## config.mk

```make
export PLATFORM = sky130hd
export DESIGN_NAME = pdu_sw_debounce
export DESIGN_NICKNAME = d
export VERILOG_FILES = /design/src/rtl/pdu_pkg.sv /design/src/rtl/sync_2ff.sv /design/src/rtl/pdu_sw_debounce.sv
export SDC_FILE = /design/constraint.sdc
export NUM_CORES = 1
export LEC_CHECK = 0
export ABC_AREA = 1
export BUFFER_PORTS_ARGS = -buffer_cell sky130_fd_sc_hd__buf_2
export CAP_MARGIN = 20
export CORE_ASPECT_RATIO = 1.1
export CORE_UTILIZATION = 28
export DETAILED_ROUTE_END_ITERATION = 6
export HOLD_SLACK_MARGIN = 0.05
export PLACE_DENSITY = 0.47
export SLEW_MARGIN = 20
export SYNTH_ARGS = -nofsm -noshare
export SYNTH_HDL_FRONTEND = slang
export SYNTH_SLANG_ARGS = --single-unit
```

## constraint.sdc

```tcl
create_clock -name clk -period 3.8 [get_ports clk]
set_input_delay 0.57 -clock clk [delete_from_list [all_inputs] [get_ports clk]]
set_output_delay 0.57 -clock clk [all_outputs]
set_load 0.005 [all_outputs]
```

## src/rtl/pdu_pkg.sv

```systemverilog
// Shared types and defaults for the PDU switch front end.
// Latency: n/a (declarations only).
// Backpressure: n/a.
package pdu_pkg;

    localparam int SW_WIDTH                = 16;
    localparam int DEBOUNCE_CYCLES_DEFAULT = 1000000;  // 10 ms at 100 MHz
    localparam int DEBOUNCE_CNT_W_DEFAULT  = 20;

    typedef enum logic [1:0] {
        INIT = 2'd0,
        IDLE = 2'd1,
        WAIT = 2'd2
    } state_t;

endpackage

```

## src/rtl/sync_2ff.sv

```systemverilog
// Two-flop synchroniser for a vector of independent asynchronous levels.
// Latency: a change sampled at edge E is visible on q after edge E+1.
// Backpressure: none; the input is sampled every cycle.
module sync_2ff #(
    parameter int WIDTH = 16
) (
    input  logic             clk,
    input  logic             rstn,
    input  logic [WIDTH-1:0] d,
    output logic [WIDTH-1:0] q
);

    logic [WIDTH-1:0] meta;

    // First stage may go metastable; second stage gives it a full cycle to resolve.
    always_ff @(posedge clk or negedge rstn) begin
        if (!rstn) begin
            meta <= '0;
            q    <= '0;
        end else begin
            meta <= d;
            q    <= meta;
        end
    end

endmodule

```

## src/rtl/pdu_sw_debounce.sv

```systemverilog
// Synchronise, debounce and commit the slide-switch vector; pulse the bits that changed.
// Latency: a clean raw change sampled at edge E commits at edge E+2+DEBOUNCE_CYCLES.
// Backpressure: none; sw_toggle/toggle_vld are single-cycle pulses the consumer must take.
module pdu_sw_debounce
    import pdu_pkg::*;
#(
    parameter int WIDTH           = SW_WIDTH,
    parameter int DEBOUNCE_CYCLES = DEBOUNCE_CYCLES_DEFAULT,  // must be >= 2
    parameter int CNT_W           = DEBOUNCE_CNT_W_DEFAULT    // 2**CNT_W >= DEBOUNCE_CYCLES
) (
    input  logic             clk,
    input  logic             rstn,
    input  logic [WIDTH-1:0] sw_raw,
    output logic [WIDTH-1:0] sw_stable,
    output logic [WIDTH-1:0] sw_toggle,
    output logic             toggle_vld,
    output logic             busy
);

    localparam logic [CNT_W-1:0] CNT_MAX = CNT_W'(DEBOUNCE_CYCLES - 1);
    localparam logic [CNT_W-1:0] CNT_ONE = CNT_W'(1);

    logic [WIDTH-1:0] sw_sync;
    logic [WIDTH-1:0] candidate;
    logic [CNT_W-1:0] cnt;
    state_t           state;

    sync_2ff #(
        .WIDTH (WIDTH)
    ) u_sync (
        .clk  (clk),
        .rstn (rstn),
        .d    (sw_raw),
        .q    (sw_sync)
    );

    // Single shared stability counter: any difference between the synchronised
    // vector and the candidate restarts the window; a full quiet window commits.
    // Pulse outputs default to 0 so they are high only on the commit cycle.
    always_ff @(posedge clk or negedge rstn) begin
        if (!rstn) begin
            state      <= INIT;
            candidate  <= '0;
            cnt        <= '0;
            sw_stable  <= '0;
            sw_toggle  <= '0;
            toggle_vld <= 1'b0;
        end else begin
            sw_toggle  <= '0;
            toggle_vld <= 1'b0;
            case (state)
                // Learn the power-up switch positions without announcing them.
                INIT: begin
                    if (sw_sync != candidate) begin
                        candidate <= sw_sync;
                        cnt       <= '0;
                    end else if (cnt == CNT_MAX) begin
                        sw_stable <= candidate;
                        state     <= IDLE;
                    end else begin
                        cnt <= cnt + CNT_ONE;
                    end
                end
                IDLE: begin
                    if (sw_sync != sw_stable) begin
                        candidate <= sw_sync;
                        cnt       <= '0;
                        state     <= WAIT;
                    end
                end
                WAIT: begin
                    if (sw_sync != candidate) begin
                        candidate <= sw_sync;
                        cnt       <= '0;
                    end else if (cnt == CNT_MAX) begin
                        // A bounce back to the old value commits silently (xor is 0).
                        sw_stable  <= candidate;
                        sw_toggle  <= candidate ^ sw_stable;
                        toggle_vld <= |(candidate ^ sw_stable);
                        state      <= IDLE;
                    end else begin
                        cnt <= cnt + CNT_ONE;
                    end
                end
                default: begin
                    state <= INIT;
                    cnt   <= '0;
                end
            endcase
        end
    end

    // Busy covers both power-up learning and a pending debounce window.
    assign busy = (state != IDLE);

endmodule

```

==> flow_summary.yaml <==
logic_synthesis:
  syn_area_um2: 4986
  synth_top_cells_by_area: "dfrtp_1 (52%), nand2_1 (13%), inv_1 (6.0%)"
  synth_top_cell_by_area: "dfrtp_1"
  synth.most_common_cell: "nand2_1"
  synth_edf_count: 0
  netlist.area_leader.share: 0.5169
  yosysSeqAreaShare: 0.5169
  synthArstFlopShare: 1.000
  ys_ff_latch: 103
  synth_common_cells: "nand2_1 (167), dfrtp_1 (103), inv_1 (80)"
  netlist-cell-type-count: 26
  synthesis.nets: 622
  syn_inst: 603
  avgSynthCellArea_um2: 8.269
  synth_ff_type: "dfrtp_1"
  yosysWarningCount: 0
floorplanning:
  die_area_um2: 18350
  die_h_um: 142.0
  rows: 50
  die_w_um: 129.2
  coreArea_um2: 17200
  start_util: 0.2898
  ioPinCount: 52
placed_design:
  pre_cts_slack_ps: 1505
  dp.final_hpwl_um: 7519
  gp_congestion: 0.8020
  port_buffers: 51
sta:
  period_needed_ps: 2284
  worstMarginPinSlew_ps: 705.9
  slew_violations: 0
  finalCritPeriodShare: 0.6010
  fmax_mhz: 437.9
  setup_viol: 0
  slew_headroom: 0.5289
  hold_viol_final: 0
  fin_setup_tns_ps: 0
  rsz0062_at_grt: "false"
  worst_clock_skew_ps: 7.521
  worst_slack_ps: 1516
cells_and_area:
  n_fill_cell: 1813
  drive_above_1_share: 0.1581
  nets: 672
  post-route-util: 0.3353
  seq_area_um2: 2577
  area_growth_syn_to_layout_pct: 15.68
  antenna_cells: 0
  multiInputGateArea_um2: 1943
routing:
  num_vias: 3716
  finalWirelength_um: 10700
  routed_via_density: 4.166
  wire_per_inst_um: 11.99
  dr.pass1.iters: 5
  drc_errors: 0
  drt_iter0_markers: 154
  postRouteAntennaNets: 0
power:
  internal_power_mw: 1.737
  power_frac_seq: 0.510
  p_clk_frac: 0.444
  p_total_mw: 2.241
  swShare: 0.2251
  p_sw_uw: 504.6
  total_leakage_power_nw: 3.109
  power_density_nw_per_um2: 388.6
  pwr-share-comb: 0.046
  ir_drop_mv: 0.2060
clock_network:
  cts_hold_buf: 0
  clkSinkCount: 103
  cts_buffers: 9
  clock_path_buffers: 2
  tritoncts: "yes"
  clk_pin_slew_ps: 70
  clockRootBuffer: "clkbuf_16"
  cts_resized: 0
  cts_setup_buffers: 0
  htreeDepth: 3
  clk_latency_ps: 350
worst_setup_path:
  cpPeakStageDelay_ps: 510
  start_kind: "flop"
  reg2reg_slack_ps: 1520
  crit_family: "simple AND/OR/NAND/NOR gates"
  cpMostUsedCell: "nand2_1"
  crit_chain: "xor2_1 > nor2_1 > nand2_1 > nor2_1 > nand3_2 > nand2_2 > nand2_1 > nand2_1 > inv_1"
  cp.required_ps: 4050
  crit_buf_inv: 1
  crit_slowest_cell: "nand2_2"
  worstPathMaxFanout: 23
  criticalPathCategory: "flop to flop"
  crit_arrival_ps: 2540
  end_kind: "flop"
grt:
  grt_max_degree: 52
  grt_pass1_vias: 3739
  grt_pass1_wl_um: 18310
  antenna_found_initial: 0
  gr-total-overflow: 0
  groute.usage.overall: 0.1301
min_path:
  worstHoldPathType: "primary input to asynchronous set/reset pin"
run:
  drv_cap: 0
run_status:
  status: "complete, no violations"
cell families (layout without fill, tap and decap cells):
logic type | after synthesis | count (layout) | share of synthesized area
adders and majority gates | 1 | 1 | 0.002509
xor gates and xnor gates | 43 | 43 | 0.07553
and+or+nand+nor | 307 | 307 | 0.2670
DFF | 103 | 103 | 0.5169
buffers and inverters | 109 | 164 | 0.09335
AOI/OAI and AO/OA | 40 | 40 | 0.04467
power by group through the flow:
stage	registers, mW	logic, mW	clock network (mW)
after floorplan	1.16	0.0584	0
after global placement	1.16	0.104	0
after detailed placement	1.17	0.106	0
after CTS	1.14	0.107	1.03
after global routing	1.15	0.120	1.07
final	1.14	0.102	0.995
per-layer routing:
| metal | up-vias | GRT usage | routed length, um |
|---|---|---|---|
| li1 | 1933 | - | - |
| met4 | 0 | 0.05511 | 209 |
| met2 | 56 | 0.2153 | 5168 |
| met5 | - | 0 | 0 |
| met3 | 17 | 0.02820 | 324 |
| met1 | 1710 | 0.1631 | 4993 |
layout by cell type (no fill, tap or decap):
| cell type | instances |
|---|---|
| a21oi_1 | 5 |
| buf_2 | 50 |
| buf_4 | 4 |
| bufinv_16 | 2 |
| clkbuf_16 | 9 |
| clkinv_2 | 2 |
| clkinv_4 | 2 |
| dfrtp_1 | 103 |
| ha_1 | 1 |
| inv_1 | 80 |
| inv_2 | 14 |
| inv_6 | 1 |
| nand2_1 | 167 |
| nand2_2 | 3 |
| nand3_1 | 38 |
| nand3_2 | 2 |
| nand4_1 | 11 |
| nand4_4 | 2 |
| nor2_1 | 75 |
| nor2_2 | 2 |
| nor2_4 | 3 |
| nor2_8 | 1 |
| nor3_1 | 2 |
| o21ai_0 | 6 |
| o21ai_1 | 23 |
| o21ai_2 | 6 |
| or2_2 | 1 |
| xnor2_1 | 14 |
| xor2_1 | 29 |
cell type report:
cell class / count / area share
clock buffers: 9 / 0.03905
flip-flops and latches: 103 / 0.4469
repair buffers: 54 / 0.04859
clock inverters: 7 / 0.01670
inverters: 94 / 0.06117
multi-input cells: 391 / 0.3369
well taps: 234 / 0.05076
worst reg2reg max path, delay by kind of cell (launching register included):
| kind | cells | cell delay, ps |
|---|---|---|
| xor+xnor | 1 | 180 |
| flops | 1 | 420 |
| buf+inv | 1 | 40 |
| simple gates | 7 | 1540 |
through the flow:
step / cells / instance area (um2) / hold WS (ps)
detailed placement: 876 / 5446 / 334.7
global placement: 876 / 5446 / 331.4
floorplan: 603 / 4986 / 274.4
CTS: 892 / 5768 / 290.0
finish: 892 / 5768 / 254.0
global route: 892 / 5768 / 296.2
registers in the layout, indices dropped and copies added, names as in the netlist:
| register | cells |
|---|---|
| cnt | 20 |
| u_sync.meta | 16 |
| state | 2 |
| sw_toggle | 16 |
| candidate | 16 |
| toggle_vld | 1 |
| u_sync.q | 16 |
| sw_stable | 16 |
worst paths after layout:
| path | start | endpoint | cells after the start |
|---|---|---|---|
| worst max-delay path | u_sync.q[8] | cnt[14] | 9 |
| min in group clk | sw_raw[3] | u_sync.meta[3] | 1 |
| worst min-delay path | rstn | u_sync.meta[2] | 1 |
| worst max register to register | u_sync.q[8] | cnt[14] | 9 |
| max in group asynchronous | rstn | candidate[4] | 2 |
| worst min register to register | u_sync.meta[10] | u_sync.q[10] | 0 |
Note: power is estimated with default switching activity, not from simulation.
